--- config.mk ---
export PLATFORM = sky130hd
export DESIGN_NAME = load_store_unit
export DESIGN_NICKNAME = d
export VERILOG_FILES = /design/src/rtl/lsu_pkg.sv /design/src/rtl/lsu_lane_align.sv /design/src/rtl/load_store_unit.sv
export SDC_FILE = /design/constraint.sdc
export NUM_CORES = 1
export LEC_CHECK = 0
export ABC_AREA = 1
export BUFFER_PORTS_ARGS = -buffer_cell sky130_fd_sc_hd__buf_2
export CORE_ASPECT_RATIO = 0.7
export CORE_UTILIZATION = 52
export CTS_CLUSTER_DIAMETER = 200
export DETAILED_ROUTE_END_ITERATION = 8
export GPL_TIMING_DRIVEN = 0
export HOLD_SLACK_MARGIN = 0.1
export PLACE_DENSITY = 0.78
export SYNTH_ARGS = -nofsm -noshare
export SYNTH_HDL_FRONTEND = slang
export SYNTH_HIERARCHICAL = 1
export SYNTH_SLANG_ARGS = --single-unit
export TNS_END_PERCENT = 10
--- constraint.sdc ---
create_clock -name clk -period 4.6 [get_ports clk]
set_input_delay 0.23 -clock clk [delete_from_list [all_inputs] [get_ports clk]]
set_output_delay 0.23 -clock clk [all_outputs]
set_load 0.1 [all_outputs]
--- src/rtl/lsu_pkg.sv ---
// Shared definitions for the load/store unit: RV32I funct3 codes, FSM states,
// strobe width and the request legality rule.
package lsu_pkg;

    localparam int unsigned STRB_W = 4;

    localparam logic [2:0] F3_B  = 3'b000;
    localparam logic [2:0] F3_H  = 3'b001;
    localparam logic [2:0] F3_W  = 3'b010;
    localparam logic [2:0] F3_BU = 3'b100;
    localparam logic [2:0] F3_HU = 3'b101;

    typedef enum logic [1:0] {
        ST_IDLE = 2'd0,
        ST_BUS  = 2'd1,
        ST_DONE = 2'd2
    } lsu_state_t;

    // Exactly one of read/write, a size code valid for the direction, natural alignment.
    function automatic logic req_legal(input logic       rd,
                                       input logic       wr,
                                       input logic [2:0] f3,
                                       input logic [1:0] addr_lo);
        logic ok;
        ok = (rd != wr);
        if (wr) begin
            ok = ok && (f3 inside {F3_B, F3_H, F3_W});
        end else begin
            ok = ok && (f3 inside {F3_B, F3_H, F3_W, F3_BU, F3_HU});
        end
        if ((f3[1:0] == 2'b01) && addr_lo[0]) begin
            ok = 1'b0;
        end
        if ((f3[1:0] == 2'b10) && (addr_lo != 2'b00)) begin
            ok = 1'b0;
        end
        return ok;
    endfunction

endpackage

--- src/rtl/lsu_lane_align.sv ---
// Byte-lane steering between right-aligned CPU data and the 32-bit word bus:
// store strobes/replication and load extraction/extension.
module lsu_lane_align
    import lsu_pkg::*;
(
    input  logic [2:0]        i_funct3,
    input  logic [1:0]        i_addr_lo,
    input  logic              i_we,
    input  logic [31:0]       i_wdata,
    input  logic [31:0]       i_rdata,
    output logic [STRB_W-1:0] o_wstrb,
    output logic [31:0]       o_wdata,
    output logic [31:0]       o_rdata
);

    logic [7:0]  w_byte;
    logic [15:0] w_half;

    always_comb begin
        o_wstrb = '0;
        o_wdata = i_wdata;
        if (i_we) begin
            case (i_funct3)
                F3_B: begin
                    o_wstrb = 4'b0001 << i_addr_lo;
                    o_wdata = {4{i_wdata[7:0]}};
                end
                F3_H: begin
                    o_wstrb = i_addr_lo[1] ? 4'b1100 : 4'b0011;
                    o_wdata = {2{i_wdata[15:0]}};
                end
                F3_W: begin
                    o_wstrb = 4'b1111;
                    o_wdata = i_wdata;
                end
                default: begin
                    o_wstrb = '0;
                end
            endcase
        end
    end

    always_comb begin
        w_byte = i_rdata[{i_addr_lo, 3'b000} +: 8];
        w_half = i_addr_lo[1] ? i_rdata[31:16] : i_rdata[15:0];
        case (i_funct3)
            F3_B:    o_rdata = {{24{w_byte[7]}}, w_byte};
            F3_H:    o_rdata = {{16{w_half[15]}}, w_half};
            F3_W:    o_rdata = i_rdata;
            F3_BU:   o_rdata = {24'd0, w_byte};
            F3_HU:   o_rdata = {16'd0, w_half};
            default: o_rdata = '0;
        endcase
    end

endmodule

--- src/rtl/load_store_unit.sv ---
// Single-outstanding load/store unit bridging a CPU request port to a
// word-organised memory bus, with misalignment checks and an ack timeout.
module load_store_unit
    import lsu_pkg::*;
#(
    parameter int unsigned TIMEOUT_CYCLES = 16
) (
    input  logic              clk,
    input  logic              rst_n,
    input  logic              cpu_valid,
    output logic              cpu_ready,
    input  logic              cpu_memRead,
    input  logic              cpu_memWrite,
    input  logic [2:0]        cpu_funct3,
    input  logic [31:0]       cpu_address,
    input  logic [31:0]       cpu_writeData,
    output logic              cpu_done,
    output logic [31:0]       cpu_readData,
    output logic              cpu_error,
    output logic              mem_req,
    output logic              mem_we,
    output logic [31:0]       mem_addr,
    output logic [31:0]       mem_wdata,
    output logic [STRB_W-1:0] mem_wstrb,
    input  logic              mem_ack,
    input  logic [31:0]       mem_rdata
);

    localparam int unsigned CNT_W = (TIMEOUT_CYCLES < 2) ? 1 : $clog2(TIMEOUT_CYCLES + 1);
    localparam logic [CNT_W-1:0] CNT_LAST = CNT_W'(TIMEOUT_CYCLES - 1);

    lsu_state_t       r_state;
    lsu_state_t       w_next;
    logic [CNT_W-1:0] r_count;
    logic             r_we;
    logic [2:0]       r_funct3;
    logic [31:0]      r_addr;
    logic [31:0]      r_wdata;
    logic [31:0]      r_rdata;
    logic             r_error;

    logic             w_accept;
    logic             w_legal;
    logic             w_bus;
    logic             w_timeout;
    logic [31:0]      w_ld_data;

    assign w_accept  = cpu_valid && (r_state == ST_IDLE);
    assign w_legal   = req_legal(cpu_memRead, cpu_memWrite, cpu_funct3, cpu_address[1:0]);
    assign w_bus     = (r_state == ST_BUS);
    assign w_timeout = w_bus && !mem_ack && (r_count == CNT_LAST);

    // State register
    always_ff @(posedge clk or negedge rst_n) begin
        if (!rst_n) begin
            r_state <= ST_IDLE;
        end else begin
            r_state <= w_next;
        end
    end

    // Next-state logic
    always_comb begin
        w_next = r_state;
        case (r_state)
            ST_IDLE: begin
                if (cpu_valid) begin
                    w_next = w_legal ? ST_BUS : ST_DONE;
                end
            end
            ST_BUS: begin
                if (mem_ack || w_timeout) begin
                    w_next = ST_DONE;
                end
            end
            ST_DONE: begin
                w_next = ST_IDLE;
            end
            default: begin
                w_next = ST_IDLE;
            end
        endcase
    end

    // Output logic
    always_comb begin
        cpu_ready = (r_state == ST_IDLE);
        mem_req   = (r_state == ST_BUS);
        cpu_done  = (r_state == ST_DONE);
    end

    always_ff @(posedge clk or negedge rst_n) begin
        if (!rst_n) begin
            r_count <= '0;
        end else if (w_bus && !mem_ack) begin
            r_count <= r_count + CNT_W'(1);
        end else begin
            r_count <= '0;
        end
    end

    // Bus-facing write enable only set for legal stores so strobes stay 0000 otherwise.
    always_ff @(posedge clk or negedge rst_n) begin
        if (!rst_n) begin
            r_we     <= 1'b0;
            r_funct3 <= '0;
            r_addr   <= '0;
            r_wdata  <= '0;
            r_rdata  <= '0;
            r_error  <= 1'b0;
        end else if (w_accept) begin
            r_we     <= cpu_memWrite && w_legal;
            r_funct3 <= cpu_funct3;
            r_addr   <= cpu_address;
            r_wdata  <= cpu_writeData;
            if (!w_legal) begin
                r_error <= 1'b1;
                r_rdata <= '0;
            end
        end else if (w_bus) begin
            if (mem_ack) begin
                r_error <= 1'b0;
                r_rdata <= r_we ? '0 : w_ld_data;
            end else if (w_timeout) begin
                r_error <= 1'b1;
                r_rdata <= '0;
            end
        end
    end

    lsu_lane_align u_lane (
        .i_funct3  (r_funct3),
        .i_addr_lo (r_addr[1:0]),
        .i_we      (r_we),
        .i_wdata   (r_wdata),
        .i_rdata   (mem_rdata),
        .o_wstrb   (mem_wstrb),
        .o_wdata   (mem_wdata),
        .o_rdata   (w_ld_data)
    );

    assign mem_we       = r_we;
    assign mem_addr     = {r_addr[31:2], 2'b00};
    assign cpu_readData = r_rdata;
    assign cpu_error    = r_error;

endmodule

# Word level (Yosys, flattened, before mapping)
# Cells that the tools add are included.
# word_totals
register_bits,108
inputBits,105
word_cells,74
# op_classes
addsub,1
eq_ne,17
shift,2
muxes,26
n_reduce_logical,20
# ops
op,n
$mux W32,7
$pmux W32 S5,1
$pmux W32 S2,1
$shiftx A32 B6 Y8,1
$mux W16,1
$eq A3 B3 Y1 const B,4
$pmux W4 S3,1
$logic_and A1 B1 Y1,8
$mux W1,8
$mux W4,2
$eq A3 B1 Y1 const B,2
$eq A3 B2 Y1 const B,2
$logic_not A3 Y1,2
$mux W2,3
$reduce_bool A3 Y1,2
$add A5 B1 Y5 const B,1
$eq A5 B4 Y1 const B,1
$mux W5,1
$reduce_bool A5 Y1,1
$eq A2 B1 Y1 const B,2
$eq A2 B2 Y1 const B,2
$ne A2 B2 Y1 const B,2
$pmux W2 S2,1
$reduce_bool A2 Y1,2
8 further kinds,8

# Longest topological paths before layout
# Gate-level depths: netlist (run 1).
# logic_depth
word_depth,9
mapped_depth,13

# By module
# The synthesis (run 1) kept the hierarchy.
# modules_own_cells
module,n_inst,cells_each,area_per_inst_um2,seq_area_each_um2
load_store_unit,1,583,4842.1,2702.6
lsu_lane_align,1,349,1485.2,0.0

# Worst setup path before layout (run 1)
# Ideal clock, no wire load.
# synth_timing
path_kind,flip-flop to output port
startpoint,reg r_we (netlist: mem_we)
endpoint,out mem_wdata[18]
t_arrival_ps,3488
t_required_ps,4370
setup_slack_ps,882
stages_incl_launch_ff,4
path_buffers,1
path_cell_list,dfrtp_1 > nand3_2 > buf_2 > o21ai_0
# synth_via
elab_chain_len,1
# synth_rtl
item,line,rtl
"start, declared",load_store_unit.sv:35,logic r_we;
"start signal, assigned",load_store_unit.sv:112,r_we <= cpu_memWrite && w_legal;
$mux W32,lsu_lane_align.sv:22,if (i_we) begin
"end, declared",load_store_unit.sv:23,"output logic [31:0] mem_wdata,"
# No other way between the ends.

# Worst setup path in the final report (run 1)
# layout_timing
startpoint,reg r_funct3[0]
endpoint,out mem_wdata[9]
# layout_via
elab_chain_len,3
word_cells_on_any_way,4
classes_between,1 x eq/ne; 2 x mux; 1 x reduce/logical
# layout_rtl
item,line,rtl
"start, declared",load_store_unit.sv:36,logic [2:0] r_funct3;
"start signal, assigned",load_store_unit.sv:113,r_funct3 <= cpu_funct3;
$eq A3 B1 Y1 / $logic_not A3 Y1 (equally long branches),lsu_lane_align.sv:23,case (i_funct3)
$pmux W32 S2 (*),lsu_lane_align.sv:23,
$mux W32 (*),lsu_lane_align.sv:22,
# Every way passes the cells marked *; elsewhere a longest branch is shown, timed or not.

==> results.ini, run 1 <==
[sta]
worst-slew-pin-transition_ps=593
maxSlewViolCount=0
final_min_period_over_clock_period=0.515
fin_ws_ps=2230
hold_viol=0
timing.hold.ws_ps=109
finalWorstPathRequiredPeriod_ps=2370
rsz0062_at_grt=false
finalSetupViolCount=0
max_slew_margin=0.604
finClkSkew_ps=9.22
maxClockFrequency_mhz=422
totalNegativeSetupSlack_ps=0

[critical_path]
timing.critical_path.fanout_max=10
setup_cp_type=reg -> out
required_ps=4370
start_kind=register
cp-end-kind=output pin
worstPathArrival_ps=2140

[synthesis]
synth_warnings=6
synthesis.instances=932
yosysSeqAreaShare=0.427
post_synth_num_cell_types=29
syn_area_um2=6330
synthesis_stage_register_bit_count=108
syn_area_per_cell_um2=6.79

[floorplanning]
io-pin-count=210
floorplan.initialDensity=0.538
row_count=33
core_area_um2=11800
dieWidth_um=134
die_area_um2=12600
die_h_um=94.3

[pwr]
powerDensity_nw_per_um2=568
netSwitchingPower_mw=2.69
share_seq_of_total_power=0.265
power.leakage_nw=5.19
sw_frac_of_total=0.555
p_total_mw=4.84
clock_power_share=0.167
p_int_mw=2.15
vdd_ir_drop_max_mv=0.461
comb_power_share=0.569

[grt]
grt_max_degree=65
grt_pass1_vias=6228
groute.layer.met3.usage=0.0539
initial_antenna_violation_count=1
overflow=0
met1_usage=0.444
busiest_layer=met2
global_route.usage.met2=0.477
global_route_wire_length_before_repair_um=30500
grt.total_usage=0.311

[finish]
design.final.nets=1322
num-fill-cells=979
area_growth_pct=34.9
finish.utilization=0.725
final_layout_size_suffix_gt1_frac=0.264

[hold_path]
hold_class=in -> reg

[drt]
first_drt_iteration_drcs=498
drc_violation_count_after_routing=0
routed_wire_length_per_instance_um=13.7
drt_pre_antenna_iters=5
detail-route-antenna-nets=0
route.final.wire_length_um=18900
drt-vias-per-instance=4.89
dr_total_vias=6739

[clock_network]
cts_made_buffers=9
cts_htree_levels=3
tritoncts_num_sinks=108
tritoncts=done
postCtsResizedCells=0
clock_insertion_delay_worst_skew_ps=350
cts_root_cell=clkbuf_16
clk_transition_reported_paths_ps=70
cts_max_path_buffers=2

[placement]
place_worst_setup_slack_ps=2620
portBuffers=207
gp_congestion=0.945
post-dp-hpwl_um=13300

[outcome]
status=finished clean

[run]
max_cap_violations=0

## area by class of cell
class | count | area [µm²] | share of cell area
flip-flops and latches | 108 | 2700 | 0.317
multi-input cells | 647 | 2720 | 0.318
well taps | 157 | 196 | 0.0230
repair buffers | 271 | 1700 | 0.199
plain buffers | 88 | 573 | 0.0672
inverters | 90 | 338 | 0.0396
clock buffers | 9 | 225 | 0.0264
clock inverters | 7 | 81.3 | 0.00953
diodes | 1 | 2.50 | 0.000293
## logic make-up after synthesis
logic type                 count (synthesis)  synth area share
other                                      1          0.000593
AOI/OAI and AO/OA                         30            0.0265
DFF                                      108             0.427
and+or+nand+nor                          612             0.396
xor gates and xnor gates                   1           0.00138
buffers and inverters                    178             0.144
adders and majority gates                  2           0.00395
## path summary, 6_finish.rpt
kind	start	end	slack (ps)	cells past startpoint
max in group asynchronous	rst_n	cpu_readData[25]	3440	3
min in group asynchronous	rst_n	r_addr[30]	420	2
worst min-delay path	cpu_address[3]	r_addr[3]	110	3
worst min register to register	r_count[0]	r_count[0]	470	1
worst max register to register	r_count[0]	cpu_readData[15]	2610	8
worst max-delay path	r_funct3[0]	mem_wdata[9]	2230	7
## routing by layer
layer,wire (µm),share of wire
met1,8580,0.45
met2,8210,0.44
met3,1690,0.090
met4,374,0.020
met5,0,0
## cell usage after synthesis (all sizes together)
| master | number | area, µm² |
|---|---|---|
| nand3 | 97 | 503 |
| conb | 1 | 3.75 |
| nand4 | 3 | 18.8 |
| nand2 | 423 | 1620 |
| clkbuf | 9 | 33.8 |
| o22ai | 1 | 6.26 |
| nor2 | 87 | 357 |
| nor3b | 1 | 7.51 |
| dfrtp | 108 | 2700 |
| inv | 90 | 338 |
| o21ai | 23 | 126 |
| or2 | 1 | 6.26 |
| xor2 | 1 | 8.76 |
| buf | 79 | 539 |
| a21oi | 4 | 20.0 |
| o21a | 2 | 15.0 |
| ha | 2 | 25.0 |
## critical path, stage by stage (launching register included)
cell and delay [ps]:
dfrtp_1 470, nor2_2 210, buf_2 290, nand3_1 120, nand2_1 80, nand2_1 70
nand2_1 100, buf_2 440
## timing repair
item	CTS	global route
hold buffers	63	0
setup buffers	0	0
endpoints found under the hold margin	106	0
## placed cells by master (no fill, tap or decap), types with 2 or more instances in the layout
master         instances
clkinv_4               2
nand2_1              419
clkbuf_16              9
nand2_2                2
nor2_4                 3
buf_6                  3
o21ai_0               15
nor2_1                81
ha_1                   2
dfrtp_1              108
o21ai_1                7
a21oi_1                4
clkbuf_1               9
o21a_1                 2
inv_2                  5
conb_1                 2
nand3_1               95
inv_6                  2
buf_2                232
dlygate4sd3_1         63
buf_4                 51
nor2_2                 3
nand4_1                3
inv_1                 85
## sequential cells by signal (all words and copies together), names as in the netlist
register	flops
mem_we	1
r_funct3	3
r_wdata	32
r_addr	32
cpu_error	1
r_state	2
cpu_readData	32
r_count	5
## per-stage QoR
step / instance area, µm² / cells
6_report: 8530 / 1378
5_1_grt: 8530 / 1378
4_1_cts: 8530 / 1377
3_5_place_dp: 7590 / 1298
3_3_place_gp: 7560 / 1297
2_1_floorplan: 6330 / 933
## power groups by stage
stage          Sequential (mW)  Combinational [mW]  Clock, mW
2_1_floorplan             1.69                1.81          0
3_3_place_gp              1.29                2.66          0
3_5_place_dp              1.29                2.69          0
4_1_cts                   1.28                2.73      0.821
5_1_grt                   1.31                2.91      0.859
6_report                  1.28                2.75      0.808
Power figures use the tool's default switching activity.
==> inputs of run 2 (changes only) <==
Settings changed: CORE_UTILIZATION 52 to 46, PLACE_DENSITY 0.78 to 0.73.
Clock period 4.6 ns to 2 ns, I/O delays scaled along.
==> run 2 against run 1 <==
Effect of this change:
- sequential cell count unchanged
- largest power group unchanged
- critical path depth is 2 higher
- die area up 13%
- sequential power up 130%
- global-route usage fell by 3.0 points
- setup slack got worse by 2200 ps
- via count increased by 1.4%
- wire length is 4.8% higher
- final cell count increased by 2.5%
- register-to-register slack lost 2500 ps
- clock skew grew 1.8 ps
- clock power increased by 120%
==> results.ini, run 2 (synthesis gave the netlist of run 1 again) <==
[clock_network]
cts_setup_buffers=0
clk_transition_reported_paths_ps=80
clock_insertion_delay_worst_skew_ps=340
tritoncts_num_sinks=108
cts_root_cell=clkbuf_16
cts_max_path_buffers=2
cts_htree_levels=3
cts_made_buffers=9
tritoncts=done

[hold_path]
hold_class=in -> reg

[placement]
place_worst_setup_slack_ps=55.9
portBuffers=207
dp.cells=1326
gp_congestion=0.940
post-dp-hpwl_um=13500

[floorplanning]
floorplan.initialDensity=0.477
dieWidth_um=142
io-pin-count=210
row_count=35
core_area_um2=13300
die_h_um=100
die_area_um2=14200

[grt]
initial_antenna_violation_count=0
global_route_wire_length_before_repair_um=31400
grt.total_usage=0.281
overflow=0
grt_max_degree=71
grt_pass1_vias=6504

[drt]
dr_total_vias=6830
first_drt_iteration_drcs=514
detail-route-antenna-nets=0
drt_pre_antenna_iters=5
route.final.wire_length_um=19800
drc_violation_count_after_routing=0
routed_wire_length_per_instance_um=14.0
drt-vias-per-instance=4.84

[critical_path]
path_cells=buf_6 -> inv_2 -> nand2_1 -> nor2_4 -> nand2_1 -> nand2_1 -> nand2_1 -> nand2_1 -> buf_6
timing.reg2reg.worst_path_depth=9
required_ps=1900
crit-reg2reg-launch=r_count[0]
r2r_slack_ps=90
worst_setup_path_endpoint=mem_wdata[26]
cp-end-kind=output pin
start_kind=register
worst_r2r_endpoint=cpu_readData[29]
beginning_of_the_critical_path=r_funct3[1]
cp_common_cell=nand2_1
setup_cp_type=reg -> out
worstPathArrival_ps=1900
critical-path-slowest-cell=dfrtp_1
timing.critical_path.fanout_max=10
timing.critical_path.slowest_cell_delay_ps=400

[finish]
multi_input_comb_area_um2=2830
finish.utilization=0.680
area_growth_pct=42.6
final_layout_size_suffix_gt1_frac=0.276
num-fill-cells=1095
layout.area.seq_um2=2710
mostFrequentLayoutCells=nand2_1, buf_2, dfrtp_1
post_layout_nonfiller_instances=1412
design.final.nets=1329
num_antenna_cells=0
mostFrequentLayoutCell=nand2_1

[pwr]
vdd_ir_drop_max_mv=0.733
p_total_mw=11.5
power.leakage_nw=5.32
powerDensity_nw_per_um2=1270

[sta]
finalSetupViolCount=0
hold_viol=0
max_slew_margin=0.650
rsz0062_at_grt=true
maxClockFrequency_mhz=501
finClkSkew_ps=11.0
fin_ws_ps=2.96
timing.hold.ws_ps=186
worst-slew-pin-transition_ps=525
maxSlewViolCount=0
final_min_period_over_clock_period=0.999
finalWorstPathRequiredPeriod_ps=2000

[run]
max_cap_violations=0

[outcome]
status=finished clean

## run 2: repair_timing
action	in CTS	in global routing
hold buffers	70	0
gates resized for setup	46	50
cloned	0	0
endpoints found under the setup margin	28	58
pin swaps	0	1
hold endpoints to repair	107	0
## run 2: through the flow
| stage | area [µm²] | TNS, ps |
|---|---|---|
| after CTS | 8860 | -35.4 |
| after floorplan | 6430 | 0 |
| after global placement | 7690 | -43950 |
| final | 9020 | 0 |
| after global routing | 9020 | -954 |
| after detailed placement | 7720 | 0 |
## run 2: worst min-delay path by stage
stage / endpoint / slack (ps) / cells after the start / startpoint
floorplan: cpu_error / -200 / 0 / rst_n
global placement: r_addr[12] / 300 / 3 / cpu_address[12]
detailed placement: r_addr[7] / 100 / 1 / rst_n
CTS: cpu_error / 170 / 4 / mem_ack
global route: cpu_error / 180 / 4 / mem_ack
finish: cpu_error / 190 / 4 / mem_ack
## run 2: area by class of cell
type	count	area share
multi-input combinational	647	0.313
sequential	108	0.300
timing repair buffer	278	0.223
buffer	88	0.0673
inverter	90	0.0375
clock buffer	10	0.0265
tap	185	0.0257
clock inverter	6	0.00624
## run 2: metal layers
metal,track usage,vias up,share of wire
li1,-,3368,-
met1,0.391,3085,0.45
met2,0.444,330,0.44
met3,0.0573,47,0.086
met4,0.0786,0,0.023
met5,0,-,0
## run 2: worst max-delay path: cells and delay by family, from the launching register on
kind | cells | cell delay (ps)
simple gates | 6 | 710
buf+inv | 3 | 440
flops | 1 | 400
## run 2: where the power goes
| group | internal, mW | total (mW) | switching (mW) | leakage (nW) |
|---|---|---|---|---|
| Sequential | 2.63 | 2.98 | 0.352 | 1.38 |
| Clock | 0.903 | 1.76 | 0.857 | 0.146 |
| Combinational | 1.63 | 6.73 | 5.10 | 3.79 |
| Total | 5.16 | 11.5 | 6.31 | 5.32 |
==> inputs of run 3 (changes only) <==
Settings changed: PLACE_DENSITY 0.73 to 0.77.
==> run 3 against run 2 <==
Effect of this change:
- the flow now finishes with violations (negative setup slack)
- maximum frequency shrank 5.9%
- clock power grew 7%
- sequential share of layout area shrank 0.43 points
- core utilization grew 1.0 points
- sequential power is essentially flat
- global-route usage grew 1.0 points
- die area is the same
- clock skew shrank 1.8 ps
- sequential cell count is the same
- critical path depth is the same
- critical endpoint is now mem_wdata[24]
==> results.ini, run 3 (synthesis gave the netlist of run 1 again) <==
[clock_network]
cts_made_buffers=9
tritoncts=done
cts_htree_levels=3
clock_insertion_delay_worst_skew_ps=350
cts_max_path_buffers=2
tritoncts_num_sinks=108
clk_transition_reported_paths_ps=80
cts_root_cell=clkbuf_16

[drt]
dr_total_vias=6965
detail-route-antenna-nets=0
drt_pre_antenna_iters=5
drt-vias-per-instance=4.93
routed_wire_length_per_instance_um=14.8
drc_violation_count_after_routing=0
first_drt_iteration_drcs=658
route.final.wire_length_um=21000

[grt]
grt_max_degree=71
initial_antenna_violation_count=0
grt.total_usage=0.291
groute.layer.met3.usage=0.0720
global_route_wire_length_before_repair_um=32300
overflow=0
met1_usage=0.391
busiest_layer=met2
grt_pass1_vias=6628
global_route.usage.met2=0.458

[finish]
design.final.nets=1330
final_layout_size_suffix_gt1_frac=0.287
num_antenna_cells=0
area_growth_pct=44.7
mostFrequentLayoutCell=nand2_1
finish.utilization=0.690
mostFrequentLayoutCells=nand2_1, buf_2, dfrtp_1

[placement]
gp_congestion=0.958
post-dp-hpwl_um=13600
portBuffers=207
place_worst_setup_slack_ps=78.0

[hold_path]
hold_class=in -> reg
timing.hold.worst_path_depth=4

[critical_path]
timing.critical_path.fanout_max=10
start_kind=register
required_ps=1900
setup_cp_type=reg -> out
cp-end-kind=output pin
worstPathArrival_ps=2020
timing.reg2reg.worst_path_depth=9

[pwr]
p_int_mw=5.36
powerDensity_nw_per_um2=1290
clock_power_share=0.160
p_total_mw=11.8
share_seq_of_total_power=0.253
comb_power_share=0.587
power.leakage_nw=5.35
sw_frac_of_total=0.546
vdd_ir_drop_max_mv=0.710
netSwitchingPower_mw=6.45

[floorplanning]
io-pin-count=210
row_count=35
dieWidth_um=142
core_area_um2=13300
floorplan.initialDensity=0.477
die_h_um=100
die_area_um2=14200

[sta]
hold_viol=0
final_min_period_over_clock_period=1.06
maxSlewViolCount=0
rsz0062_at_grt=true
totalNegativeSetupSlack_ps=-327
maxClockFrequency_mhz=471
finClkSkew_ps=9.25
timing.hold.ws_ps=142
fin_ws_ps=-123
finalSetupViolCount=9
worst-slew-pin-transition_ps=596
finalWorstPathRequiredPeriod_ps=2120
max_slew_margin=0.603

[outcome]
status=complete, but fails checks
violations=negative setup slack

[run]
max_cap_violations=0

-- run 3: final timing paths --
| check | start | end | slack [ps] |
|---|---|---|---|
| hold / removal | mem_ack | cpu_error | 140 |
| min in group asynchronous | rst_n | r_addr[28] | 270 |
| setup / recovery | r_funct3[1] | mem_wdata[24] | -120 |
| setup reg to reg | r_count[0] | cpu_readData[26] | 140 |
| max in group asynchronous | rst_n | r_addr[18] | 1000 |
| hold reg to reg | r_count[0] | r_count[0] | 470 |
-- run 3: what timing repair did --
action,CTS,global route
gates resized for setup,54,72
hold endpoints to repair,107,0
buffers inserted,0,1
hold buffers,70,0
pin swaps,0,7
endpoints found under the setup margin,28,49
-- run 3: per-stage QoR --
| stage | cells | area, µm² |
|---|---|---|
| 2_1_floorplan | 933 | 6430 |
| 4_1_cts | 1412 | 8910 |
| 6_report | 1413 | 9150 |
| 5_1_grt | 1413 | 9150 |
| 3_5_place_dp | 1326 | 7720 |
| 3_3_place_gp | 1325 | 7690 |
-- run 3: critical path: stages, from the launching register on --
cell and delay [ps]:
dfrtp_1 390, buf_6 150, inv_2 80, nand2_2 70
nor2_4 250, nand2_1 120, nand2_1 160, nand2_2 100
nand2_2 160, buf_12 190
-- run 3: final cells by class --
class,instances,area (µm²)
inverters,90,338
clock buffers,9,225
clock inverters,7,91.3
multi-input cells,647,2860
well taps,185,231
fillers,1078,4120
plain buffers,88,614
flip-flops and latches,108,2710
repair buffers,279,2090
-- run 3: routing by layer --
metal,wire length (µm),up-vias
met3,2120,82
li1,-,3363
met5,0,-
met1,8890,3099
met4,864,0
met2,9090,421
-- run 3: power by group through the flow --
| stage | clock network [mW] | logic, mW | registers [mW] |
|---|---|---|---|
| global route | 2.03 | 7.31 | 3.04 |
| detailed placement | 0 | 6.25 | 2.98 |
| finish | 1.89 | 6.93 | 2.99 |
| floorplan | 0 | 4.24 | 3.90 |
| CTS | 1.94 | 6.54 | 2.95 |
| global placement | 0 | 6.20 | 2.98 |
